--- src/rtl/two_bit_adder_seq_ctrl.sv ---
// Multi-cycle WIDTH-bit adder sequencing an external carry-less 2-bit adder slice.
// Each 2-bit slice takes two passes: x+y, then partial sum + incoming carry.
module two_bit_adder_seq_ctrl #(
  parameter int WIDTH = 8
) (
  input  logic             clk,
  input  logic             rst_n,
  input  logic             start,
  input  logic [WIDTH-1:0] a,
  input  logic [WIDTH-1:0] b,
  output logic [1:0]       add_x,
  output logic [1:0]       add_y,
  input  logic [1:0]       add_z,
  input  logic             add_carry,
  output logic             busy,
  output logic             done,
  output logic [WIDTH-1:0] sum,
  output logic             carry_out
);
  localparam int NSLICE = WIDTH / 2;
  localparam int IDXW   = (NSLICE > 1) ? $clog2(NSLICE) : 1;
  localparam int AW     = (WIDTH > 2) ? WIDTH - 2 : 1;
  localparam logic [IDXW-1:0] LAST = IDXW'(NSLICE - 1);

  typedef enum logic [1:0] {IDLE, ADD_XY, ADD_CIN, DONE} state_t;

  state_t           state;
  logic [WIDTH-1:0] opa, opb;
  logic [AW-1:0]    acc;
  logic [1:0]       tmp;
  logic             c1, cy;
  logic [IDXW-1:0]  idx;
  logic [WIDTH-1:0] acc_nxt;
  logic [AW-1:0]    acc_shift;
  logic             cy_nxt;

  // acc holds the upper WIDTH-2 result bits; the newest slice enters at the top
  generate
    if (WIDTH > 2) begin : g_wide
      assign acc_nxt   = {add_z, acc};
      assign acc_shift = acc_nxt[WIDTH-1:2];
    end else begin : g_narrow
      assign acc_nxt   = add_z;
      assign acc_shift = '0;
    end
  endgenerate

  // c1 and the carry-in pass carry are mutually exclusive, so OR is exact
  assign cy_nxt = c1 | add_carry;

  always_comb begin
    add_x = 2'b00;
    add_y = 2'b00;
    case (state)
      ADD_XY: begin
        add_x = opa[1:0];
        add_y = opb[1:0];
      end
      ADD_CIN: begin
        add_x = tmp;
        add_y = {1'b0, cy};
      end
      default: ;
    endcase
  end

  always_ff @(posedge clk) begin
    if (!rst_n) begin
      state     <= IDLE;
      opa       <= '0;
      opb       <= '0;
      acc       <= '0;
      tmp       <= '0;
      c1        <= 1'b0;
      cy        <= 1'b0;
      idx       <= '0;
      busy      <= 1'b0;
      done      <= 1'b0;
      sum       <= '0;
      carry_out <= 1'b0;
    end else begin
      case (state)
        IDLE: begin
          done <= 1'b0;
          if (start) begin
            opa   <= a;
            opb   <= b;
            acc   <= '0;
            cy    <= 1'b0;
            idx   <= '0;
            busy  <= 1'b1;
            state <= ADD_XY;
          end
        end
        ADD_XY: begin
          tmp   <= add_z;
          c1    <= add_carry;
          state <= ADD_CIN;
        end
        ADD_CIN: begin
          acc <= acc_shift;
          cy  <= cy_nxt;
          opa <= opa >> 2;
          opb <= opb >> 2;
          idx <= idx + IDXW'(1);
          if (idx == LAST) begin
            sum       <= acc_nxt;
            carry_out <= cy_nxt;
            done      <= 1'b1;
            state     <= DONE;
          end else begin
            state <= ADD_XY;
          end
        end
        DONE: begin
          done  <= 1'b0;
          busy  <= 1'b0;
          state <= IDLE;
        end
        default: state <= IDLE;
      endcase
    end
  end
endmodule

--- config.mk ---
export PLATFORM = sky130hd
export DESIGN_NAME = two_bit_adder_seq_ctrl
export DESIGN_NICKNAME = d
export VERILOG_FILES = /design/src/rtl/two_bit_adder_seq_ctrl.sv
export SDC_FILE = /design/constraint.sdc
export NUM_CORES = 1
export LEC_CHECK = 0
export BUFFER_PORTS_ARGS = -buffer_cell sky130_fd_sc_hd__buf_4
export CORE_MARGIN = 2
export CORE_UTILIZATION = 49
export CTS_BUF_LIST = sky130_fd_sc_hd__clkbuf_4 sky130_fd_sc_hd__clkbuf_8 sky130_fd_sc_hd__clkbuf_16
export DETAILED_ROUTE_END_ITERATION = 10
export GPL_TIMING_DRIVEN = 0
export PLACE_DENSITY = 0.72
export SETUP_SLACK_MARGIN = 0.1
export SLEW_MARGIN = 5
export SYNTH_ARGS = -nofsm -noshare
export SYNTH_HDL_FRONTEND = slang
export SYNTH_SLANG_ARGS = --single-unit
--- constraint.sdc ---
create_clock -name clk -period 3.83 [get_ports clk]
set_clock_uncertainty 0.15 [all_clocks]
set_input_delay 0.383 -clock clk [delete_from_list [all_inputs] [get_ports clk]]
set_output_delay 0.383 -clock clk [all_outputs]
set_load 0.02 [all_outputs]
==> results.py, run 1 <==
metrics = {
    "clock_network": {
        "cts_buffer_depth": 2,
        "clk_latency_ns": 0.29,
        "cts_tree": "done",
        "clkTransAtPathRegs_ns": 0.07,
        "ctsHoldBuffers": 0,
        "htreeDepth": 2,
        "numCtsBuffers": 5,
        "cts_resized": 0,
        "root_buffer": "clkbuf_8",
        "clock-sinks": 41,
        "post-cts-setup-buffers": 0,
    },
    "setup_path": {
        "crit_required_ns": 3.30,
        "worstPathCellList": "inv_1 -> ha_1 -> buf_2 -> a22oi_1 -> nor2b_1 -> buf_4",
        "crit_path_max_fanout": 10,
        "crit_type": "reg2out",
        "startpoint_type": "flip-flop",
        "worst-path-buf-inv": 3,
        "cp_top_family": "buffers and inverters",
        "slowest_stage": "dfxtp_1",
        "endpoint_kind": "output pin",
        "arrival_ns": 1.69,
        "slowest_delay_ns": 0.41,
    },
    "power_and_ir_drop": {
        "power_leakage_uw": 0.000887,
        "p_int_uw": 801,
        "powerDensity_nw_per_um2": 525,
        "combPwrFrac": 0.303,
        "p_total_uw": 1180,
        "seqPwrFrac": 0.435,
        "swShare": 0.322,
        "p_sw_uw": 381,
        "p_clk_frac": 0.262,
        "ir_drop_v": 0.000329,
    },
    "sta": {
        "finalHoldViolations": 0,
        "setup_violations": 0,
        "max_freq_mhz": 449,
        "rsz0062_at_grt": "false",
        "tns_ns": 0,
        "tightest_slew_ns": 0.672,
        "fin_crit_sh": 0.581,
        "relSlewSlack": 0.552,
        "post-route-min-period_ns": 2.22,
        "setup_slack_ns": 1.61,
        "report.final.slew_viol_count": 0,
    },
    "synthesis": {
        "async_reset_ff_frac": 0,
        "syn_inst": 190,
        "ys_warn_count": 0,
        "netlist_area_um2": 1820,
        "ys_top_cells_by_area": "dfxtp_1, mux2i_1, a211oi_2",
        "seq_area_frac_synth": 0.451,
        "yosysTopAreaCell": "dfxtp_1",
        "synth_cell_types": 30,
        "synthFlopType": "dfxtp_1",
        "synth_edf_count": 0,
        "synth_nets": 218,
        "yosys.area.top_type_share": 0.451,
        "ys_ff_latch": 41,
        "avgSynthCellArea_um2": 9.57,
    },
    "floorplan": {
        "die_w_um": 64.9,
        "std_cell_rows": 22,
        "coreArea_um2": 3610,
        "initial_core_util": 0.505,
        "dieArea_um2": 4220,
        "ios": 37,
        "die_y_um": 64.9,
    },
    "grt": {
        "track_usage": 0.206,
        "grt_max_degree": 13,
        "grt_pass1_wl_um": 6560,
        "grt_antenna_before_repair": 0,
        "overflow": 0,
        "grt_pass1_vias": 1335,
    },
    "layout": {
        "drive_gt1_frac": 0.325,
        "fin_util": 0.624,
        "antennaDiodeCount": 0,
        "fin_nets": 261,
        "layout_common_cells": "dfxtp_1, buf_4, nand2_1",
        "final_common_cell": "dfxtp_1",
        "syn_to_final_growth_pct": 23.7,
    },
    "place": {
        "io_buffers": 36,
        "post-place-ws_ns": 1.90,
        "gp_congestion": 0.745,
        "hpwlAfterDp_um": 2720,
    },
    "job": {
        "cap_violations": 0,
    },
    "drt": {
        "wl_per_cell_um": 13.8,
        "drtIter0Drc": 82,
        "drc": 0,
        "vias": 1450,
        "vias_per_cell": 5.14,
        "antenna_left": 0,
        "first_pass_iters": 4,
        "routed_wirelength_um": 3900,
    },
    "min_path": {
        "min_path_type": "in2reg",
    },
    "run_status": {
        "status": "completed",
    },
}
==> final cells by class <==
type	instances	area, µm²
Buffer	13	81.3
Clock buffer	7	96.3
Clock inverter	1	5.00
Fill cell	327	1360
Inverter	3	11.3
Multi-Input combinational cell	133	906
Sequential cell	41	821
Tap cell	48	60.1
Timing Repair Buffer	36	270
==> cell families after synthesis <==
group | synth area share
and+or+nand+nor | 0.171
AOI/OAI and AO/OA | 0.189
DFF | 0.451
muxes | 0.0963
buffers and inverters | 0.0509
adders and majority gates | 0.0413
==> power by group through the flow <==
stage	clock network, µW	logic, µW	registers [µW]
after floorplan	0	275	518
after global placement	0	355	522
after detailed placement	0	361	522
after CTS	318	363	513
after global routing	339	391	520
final	310	358	514
==> cell usage after synthesis, types with 2 or more instances <==
library cell	instances
buf_4	2
nor2b_1	4
a211oi_1	2
buf_2	5
ha_1	6
nand2_1	26
inv_1	3
a21oi_1	18
dfxtp_1	41
a211oi_2	11
clkbuf_1	4
nand3_1	7
nand3b_1	2
mux2i_1	16
nor2_2	10
nor2_1	13
a22oi_1	7
==> per-stage QoR <==
step                      std cells  hold WS (ns)  area, µm²
after detailed placement        274         0.295       2150
after CTS                       282         0.156       2250
after floorplan                 190         0.282       1820
after global placement          274         0.292       2150
final                           282         0.162       2250
after global routing            282         0.158       2250
==> metal layers <==
metal,vias to the layer above,part of all wire,track usage
li1,747,-,-
met1,672,0.50,0.277
met2,26,0.45,0.311
met3,5,0.043,0.0642
met4,0,0.012,0.0718
met5,-,0,0
==> flip-flops by register name, indices dropped and copies added, names as in the netlist <==
name and cells:
cy 1, opa 8, sum 8, opb 8, idx 2, acc 6, done 1, c1 1
tmp 2, carry_out 1, busy 1, state 2
==> worst paths after layout <==
path	start	cells after the start	end	slack, ns
worst max-delay path	state[0]$_SDFFE_PN0P_	6	add_y[0]	1.61
worst min-delay path	rst_n	2	busy$_SDFFE_PN0P_	0.16
worst max register to register	state[0]$_SDFFE_PN0P_	6	opb[7]$_SDFFE_PN0P_	2.01
worst min register to register	acc[0]$_SDFFE_PN0P_	2	acc[0]$_SDFFE_PN0P_	0.30
No activity file was read; power rests on OpenSTA's default activity.
==> run 2, diff against run 1 <==
==> constraint.sdc (replaced) <==
create_clock -name clk -period 2.1 [get_ports clk]
set_clock_uncertainty 0.15 [all_clocks]
set_input_delay 0.21 -clock clk [delete_from_list [all_inputs] [get_ports clk]]
set_output_delay 0.21 -clock clk [all_outputs]
set_load 0.02 [all_outputs]
==> run 2 against run 1 <==
  * Clock-buffer cell count unchanged
  * First-iteration DRC count increased by 8.5%
  * Cell count increased by 1.1%
  * Flip-flop and latch count did not move
  * Die area unchanged
  * Clock power grew 83%
  * Utilization grew 1.2 points
  * Register-to-register slack lost 1.7 ns
  * Sequential share of layout area decreased by 0.57 points
  * Sequential power rose by 83%
  * Non-clock buffer count grew 3
  * Critical path type unchanged
  * Largest cell class unchanged
  * Largest power group unchanged
==> results.py, run 2 (synthesis results as in run 1) <==
metrics = {
    "run_status": {
        "status": "completed",
    },
    "floorplan": {
        "std_cell_rows": 22,
        "initial_core_util": 0.505,
        "die_y_um": 64.9,
        "coreArea_um2": 3610,
        "ios": 37,
        "dieArea_um2": 4220,
        "die_w_um": 64.9,
    },
    "layout": {
        "layout_common_cells": "dfxtp_1, buf_4, nand2_1",
        "multiInputGateArea_um2": 908,
        "drive_gt1_frac": 0.338,
        "stdcell_count": 285,
        "regArea_um2": 823,
        "syn_to_final_growth_pct": 26.1,
        "reg.largest.list": "opa x8, opb x8, sum x8",
        "fin_nets": 264,
        "final_common_cell": "dfxtp_1",
        "antennaDiodeCount": 0,
        "nFillCells": 319,
    },
    "clock_network": {
        "cts_buffer_depth": 2,
        "clock-sinks": 41,
        "numCtsBuffers": 5,
        "clk_latency_ns": 0.29,
        "clkTransAtPathRegs_ns": 0.08,
        "htreeDepth": 2,
        "cts_tree": "done",
        "root_buffer": "clkbuf_8",
    },
    "grt": {
        "grt_antenna_before_repair": 0,
        "grt_pass1_wl_um": 6650,
        "grt_max_degree": 13,
        "track_usage": 0.209,
        "grt_pass1_vias": 1356,
        "overflow": 0,
    },
    "sta": {
        "setup_violations": 0,
        "finalHoldViolations": 0,
        "max_freq_mhz": 527,
        "tightest_slew_ns": 0.685,
        "rsz0062_at_grt": "false",
        "post-route-min-period_ns": 1.90,
        "report.final.slew_viol_count": 0,
        "fin_crit_sh": 0.903,
        "tns_ns": 0,
        "relSlewSlack": 0.543,
    },
    "setup_path": {
        "startpoint_type": "flip-flop",
        "endpoint_kind": "output pin",
        "crit_type": "reg2out",
        "arrival_ns": 1.54,
        "crit_path_max_fanout": 7,
        "crit_required_ns": 1.74,
    },
    "power_and_ir_drop": {
        "power_leakage_uw": 0.000903,
        "ir_drop_v": 0.000605,
        "powerDensity_nw_per_um2": 948,
    },
    "place": {
        "hpwlAfterDp_um": 2720,
        "gp_congestion": 0.745,
        "dp.cells": 274,
        "io_buffers": 36,
    },
    "drt": {
        "dr_wl_met3_um": 176,
        "first_pass_iters": 4,
        "met2WireLength_um": 1840,
        "vias": 1481,
        "drtIter0Drc": 89,
        "top_layer": "met4",
        "wl_met1_um": 1940,
        "drc": 0,
        "wl_per_cell_um": 14.0,
        "routed_wirelength_um": 4000,
        "antenna_left": 0,
        "vias_per_cell": 5.20,
    },
    "job": {
        "cap_violations": 0,
    },
    "min_path": {
        "min_path_type": "in2reg",
    },
}
-- run 2: changes by cell type in the layout (fill, tap and decap cells not counted), sizes merged --
cell	delta
dlygate4sd3	+3
-- run 2: area by class of cell --
cell class	count	area share
plain buffers	13	0.0387
multi-input cells	133	0.396
flip-flops and latches	41	0.359
well taps	48	0.0262
repair buffers	39	0.131
inverters	3	0.00491
clock buffers	7	0.0420
clock inverters	1	0.00218
-- run 2: stage by stage --
stage          total power [µW]  instance area, µm²  worst slack, ns  utilization  hold slack, ns
2_1_floorplan              1440                1820            0.463            -           0.178
3_3_place_gp               1600                2150            0.303        0.596           0.287
3_5_place_dp               1610                2150            0.303        0.596           0.291
4_1_cts                    2190                2290            0.103        0.634         0.00202
5_1_grt                    2300                2290            0.111        0.636          0.0151
6_report                   2170                2290            0.203        0.636          0.0114
-- run 2: worst max-delay path: stages (launching register included) --
cell and delay (ns):
dfxtp_2 0.38, inv_1 0.07, ha_1 0.18, clkbuf_2 0.18
a22oi_1 0.20, nor2b_1 0.08, buf_4 0.16
-- run 2: final timing paths --
kind / endpoint / slack [ns] / startpoint / cells past startpoint
setup / recovery: add_y[0] / 0.20 / state[1]$_SDFFE_PN0P_ / 6
hold / removal: opb[6]$_SDFFE_PN0P_ / 0.01 / b[6] / 3
setup reg to reg: opb[7]$_SDFFE_PN0P_ / 0.29 / state[0]$_SDFFE_PN0P_ / 6
hold reg to reg: acc[0]$_SDFFE_PN0P_ / 0.31 / acc[0]$_SDFFE_PN0P_ / 2
-- run 2: layer usage --
metal	global-route usage	up-vias
met2	0.320	30
met5	0	-
met3	0.0642	5
met1	0.279	691
li1	-	755
met4	0.0718	0
-- run 2: power by group --
| part | internal, µW | switching, µW |
|---|---|---|
| Sequential | 874 | 65.3 |
| Combinational | 303 | 366 |
| Clock | 297 | 269 |
| Total | 1470 | 700 |
-- run 2: timing repair --
item,4_1_cts,5_1_grt
hold endpoints to repair,3,0
setup buffers,0,0
hold buffers,3,0
resized for setup,3,3
setup endpoints to repair,3,3
==> run 3, diff against run 2 <==
--- a/config.mk
+++ b/config.mk
@@ -7,11 +7,11 @@
 export LEC_CHECK = 0
 export BUFFER_PORTS_ARGS = -buffer_cell sky130_fd_sc_hd__buf_4
 export CORE_MARGIN = 2
-export CORE_UTILIZATION = 49
+export CORE_UTILIZATION = 48
 export CTS_BUF_LIST = sky130_fd_sc_hd__clkbuf_4 sky130_fd_sc_hd__clkbuf_8 sky130_fd_sc_hd__clkbuf_16
 export DETAILED_ROUTE_END_ITERATION = 10
 export GPL_TIMING_DRIVEN = 0
-export PLACE_DENSITY = 0.72
+export PLACE_DENSITY = 0.74
 export SETUP_SLACK_MARGIN = 0.1
 export SLEW_MARGIN = 5
 export SYNTH_ARGS = -nofsm -noshare
==> constraint.sdc (replaced) <==
create_clock -name clk -period 1.5 [get_ports clk]
set_clock_uncertainty 0.15 [all_clocks]
set_input_delay 0.15 -clock clk [delete_from_list [all_inputs] [get_ports clk]]
set_output_delay 0.15 -clock clk [all_outputs]
set_load 0.02 [all_outputs]
==> run 3 against run 2 <==
  * The run now ends with setup timing left
  * Worst setup slack worse by 0.42 ns
  * Wire length up 36%
  * First-iteration DRC count down 17%
  * Utilization up 17 points
  * Hold slack better by 0.070 ns
  * Sequential power up 47%
  * Highest routed layer unchanged
==> results.py, run 3 (synthesis results as in run 1) <==
metrics = {
    "run_status": {
        "status": "finished, violations left",
        "violations": "setup timing",
    },
    "grt": {
        "grt_pass1_wl_um": 8370,
        "gr-usage-met3": 0.0651,
        "track_usage": 0.264,
        "grt_antenna_before_repair": 0,
        "overflow": 0,
        "gr-usage-met2": 0.478,
        "busiest_layer": "met2",
        "grt_pass1_vias": 1738,
        "met1_usage": 0.288,
        "grt_max_degree": 13,
    },
    "clock_network": {
        "cts_tree": "done",
        "cts_buffer_depth": 2,
        "htreeDepth": 2,
        "clk_latency_ns": 0.30,
        "root_buffer": "clkbuf_8",
        "numCtsBuffers": 5,
        "clkTransAtPathRegs_ns": 0.08,
        "clock-sinks": 41,
    },
    "power_and_ir_drop": {
        "ir_drop_v": 0.000890,
        "p_total_uw": 4030,
        "power_leakage_uw": 0.00116,
        "powerDensity_nw_per_um2": 1360,
    },
    "setup_path": {
        "worst-path-buf-inv": 3,
        "r2r_slack_ns": -0.17,
        "crit_start": "state[0]$_SDFFE_PN0P_",
        "slowest_delay_ns": 0.38,
        "r2r_start": "state[1]$_SDFFE_PN0P_",
        "worstPathCellList": "inv_4 -> ha_4 -> buf_12 -> a22oi_2 -> nor2b_2 -> buf_6",
        "crit_type": "reg2out",
        "arrival_ns": 1.42,
        "startpoint_type": "flip-flop",
        "cp_top_family": "flip-flops",
        "worstReg2RegEnd": "acc[4]$_SDFFE_PN0P_",
        "crit_path_max_fanout": 6,
        "slowest_stage": "dfxtp_4",
        "r2r_cells": 7,
        "endpoint_kind": "output pin",
        "crit_required_ns": 1.20,
    },
    "sta": {
        "tns_ns": -4.58,
        "finalHoldViolations": 0,
        "tightest_slew_ns": 0.640,
        "report.final.slew_viol_count": 0,
        "fin_hold_ws_ns": 0.0816,
        "relSlewSlack": 0.573,
        "setup_slack_ns": -0.216,
        "setup_violations": 39,
        "post-route-min-period_ns": 1.72,
        "rsz0062_at_grt": "true",
        "fin_crit_sh": 1.14,
        "max_freq_mhz": 583,
    },
    "drt": {
        "first_pass_iters": 4,
        "drtIter0Drc": 74,
        "drc": 0,
        "vias": 1674,
        "antenna_left": 0,
        "routed_wirelength_um": 5430,
        "wl_per_cell_um": 17.2,
        "vias_per_cell": 5.31,
    },
    "layout": {
        "fin_util": 0.809,
        "final_common_cell": "buf_4",
        "fin_nets": 294,
        "antennaDiodeCount": 0,
        "syn_to_final_growth_pct": 62.7,
        "drive_gt1_frac": 0.528,
        "layout_common_cells": "buf_4, dfxtp_1, nand2_1",
        "nFillCells": 215,
        "reg.largest.list": "opa x8, opb x8, sum x8",
    },
    "floorplan": {
        "ios": 37,
        "initial_core_util": 0.497,
        "die_w_um": 65.6,
        "coreArea_um2": 3660,
        "dieArea_um2": 4300,
        "die_y_um": 65.6,
        "std_cell_rows": 22,
    },
    "min_path": {
        "worstHoldStart": "a[0]",
        "min_path_type": "in2reg",
        "min_to": "opa[0]$_SDFFE_PN0P_",
        "min_path_cells": 3,
    },
    "place": {
        "gp_congestion": 0.760,
        "io_buffers": 36,
        "post-place-ws_ns": -0.115,
        "hpwlAfterDp_um": 2810,
    },
    "job": {
        "cap_violations": 0,
    },
}
## run 3: cell types whose count changed in the layout (fill, tap and decap cells not counted), sizes merged
cell and delta:
dlygate4sd3 +5, buf +26, clkbuf -1
## run 3: power by group
group          leakage, µW  switching (µW)  internal, µW
Sequential        0.000336             147          1230
Combinational     0.000765             825          1020
Clock            0.0000542             388           416
## run 3: area by class of cell
class / count / area [µm²] / area share
Clock buffer: 7 / 96.3 / 0.0325
Clock inverter: 1 / 5.00 / 0.00169
Tap cell: 48 / 60.1 / 0.0203
Timing Repair Buffer: 70 / 667 / 0.225
Inverter: 3 / 16.3 / 0.00549
Multi-Input combinational cell: 133 / 1140 / 0.386
Buffer: 12 / 145 / 0.0490
Sequential cell: 41 / 828 / 0.280
## run 3: through the flow
| stage | cell area [µm²] | cells |
|---|---|---|
| floorplan | 1900 | 190 |
| global placement | 2230 | 274 |
| detailed placement | 2230 | 274 |
| CTS | 2840 | 308 |
| global route | 2960 | 315 |
| finish | 2960 | 315 |
## run 3: tightest hold or removal path: stages
cell and delay, ns:
buf_4 0.11, mux2i_1 0.15, a211oi_2 0.09
## run 3: worst max-delay path by stage
stage / end / slack [ns] / depth (start not counted)
after floorplan: opa[1]$_SDFFE_PN0P_ / 0.04 / 6
after global placement: add_y[0] / -0.12 / 6
after detailed placement: add_y[0] / -0.12 / 6
after CTS: add_y[0] / -0.22 / 6
after global routing: add_x[1] / -0.24 / 6
final: add_y[0] / -0.22 / 6
## run 3: what timing repair did
item / 4_1_cts / 5_1_grt
endpoints found under the setup margin: 41 / 44
hold buffers: 8 / 0
pin swaps: 8 / 12
gates resized for setup: 56 / 20
cloned: 5 / 0
endpoints found under the hold margin: 12 / 0
buffers inserted: 13 / 8
## run 3: metal layers
metal  share of wire  wire length [µm]
met5               0                 0
met4           0.020               110
met3           0.038               209
met2            0.52              2820
met1            0.42              2300
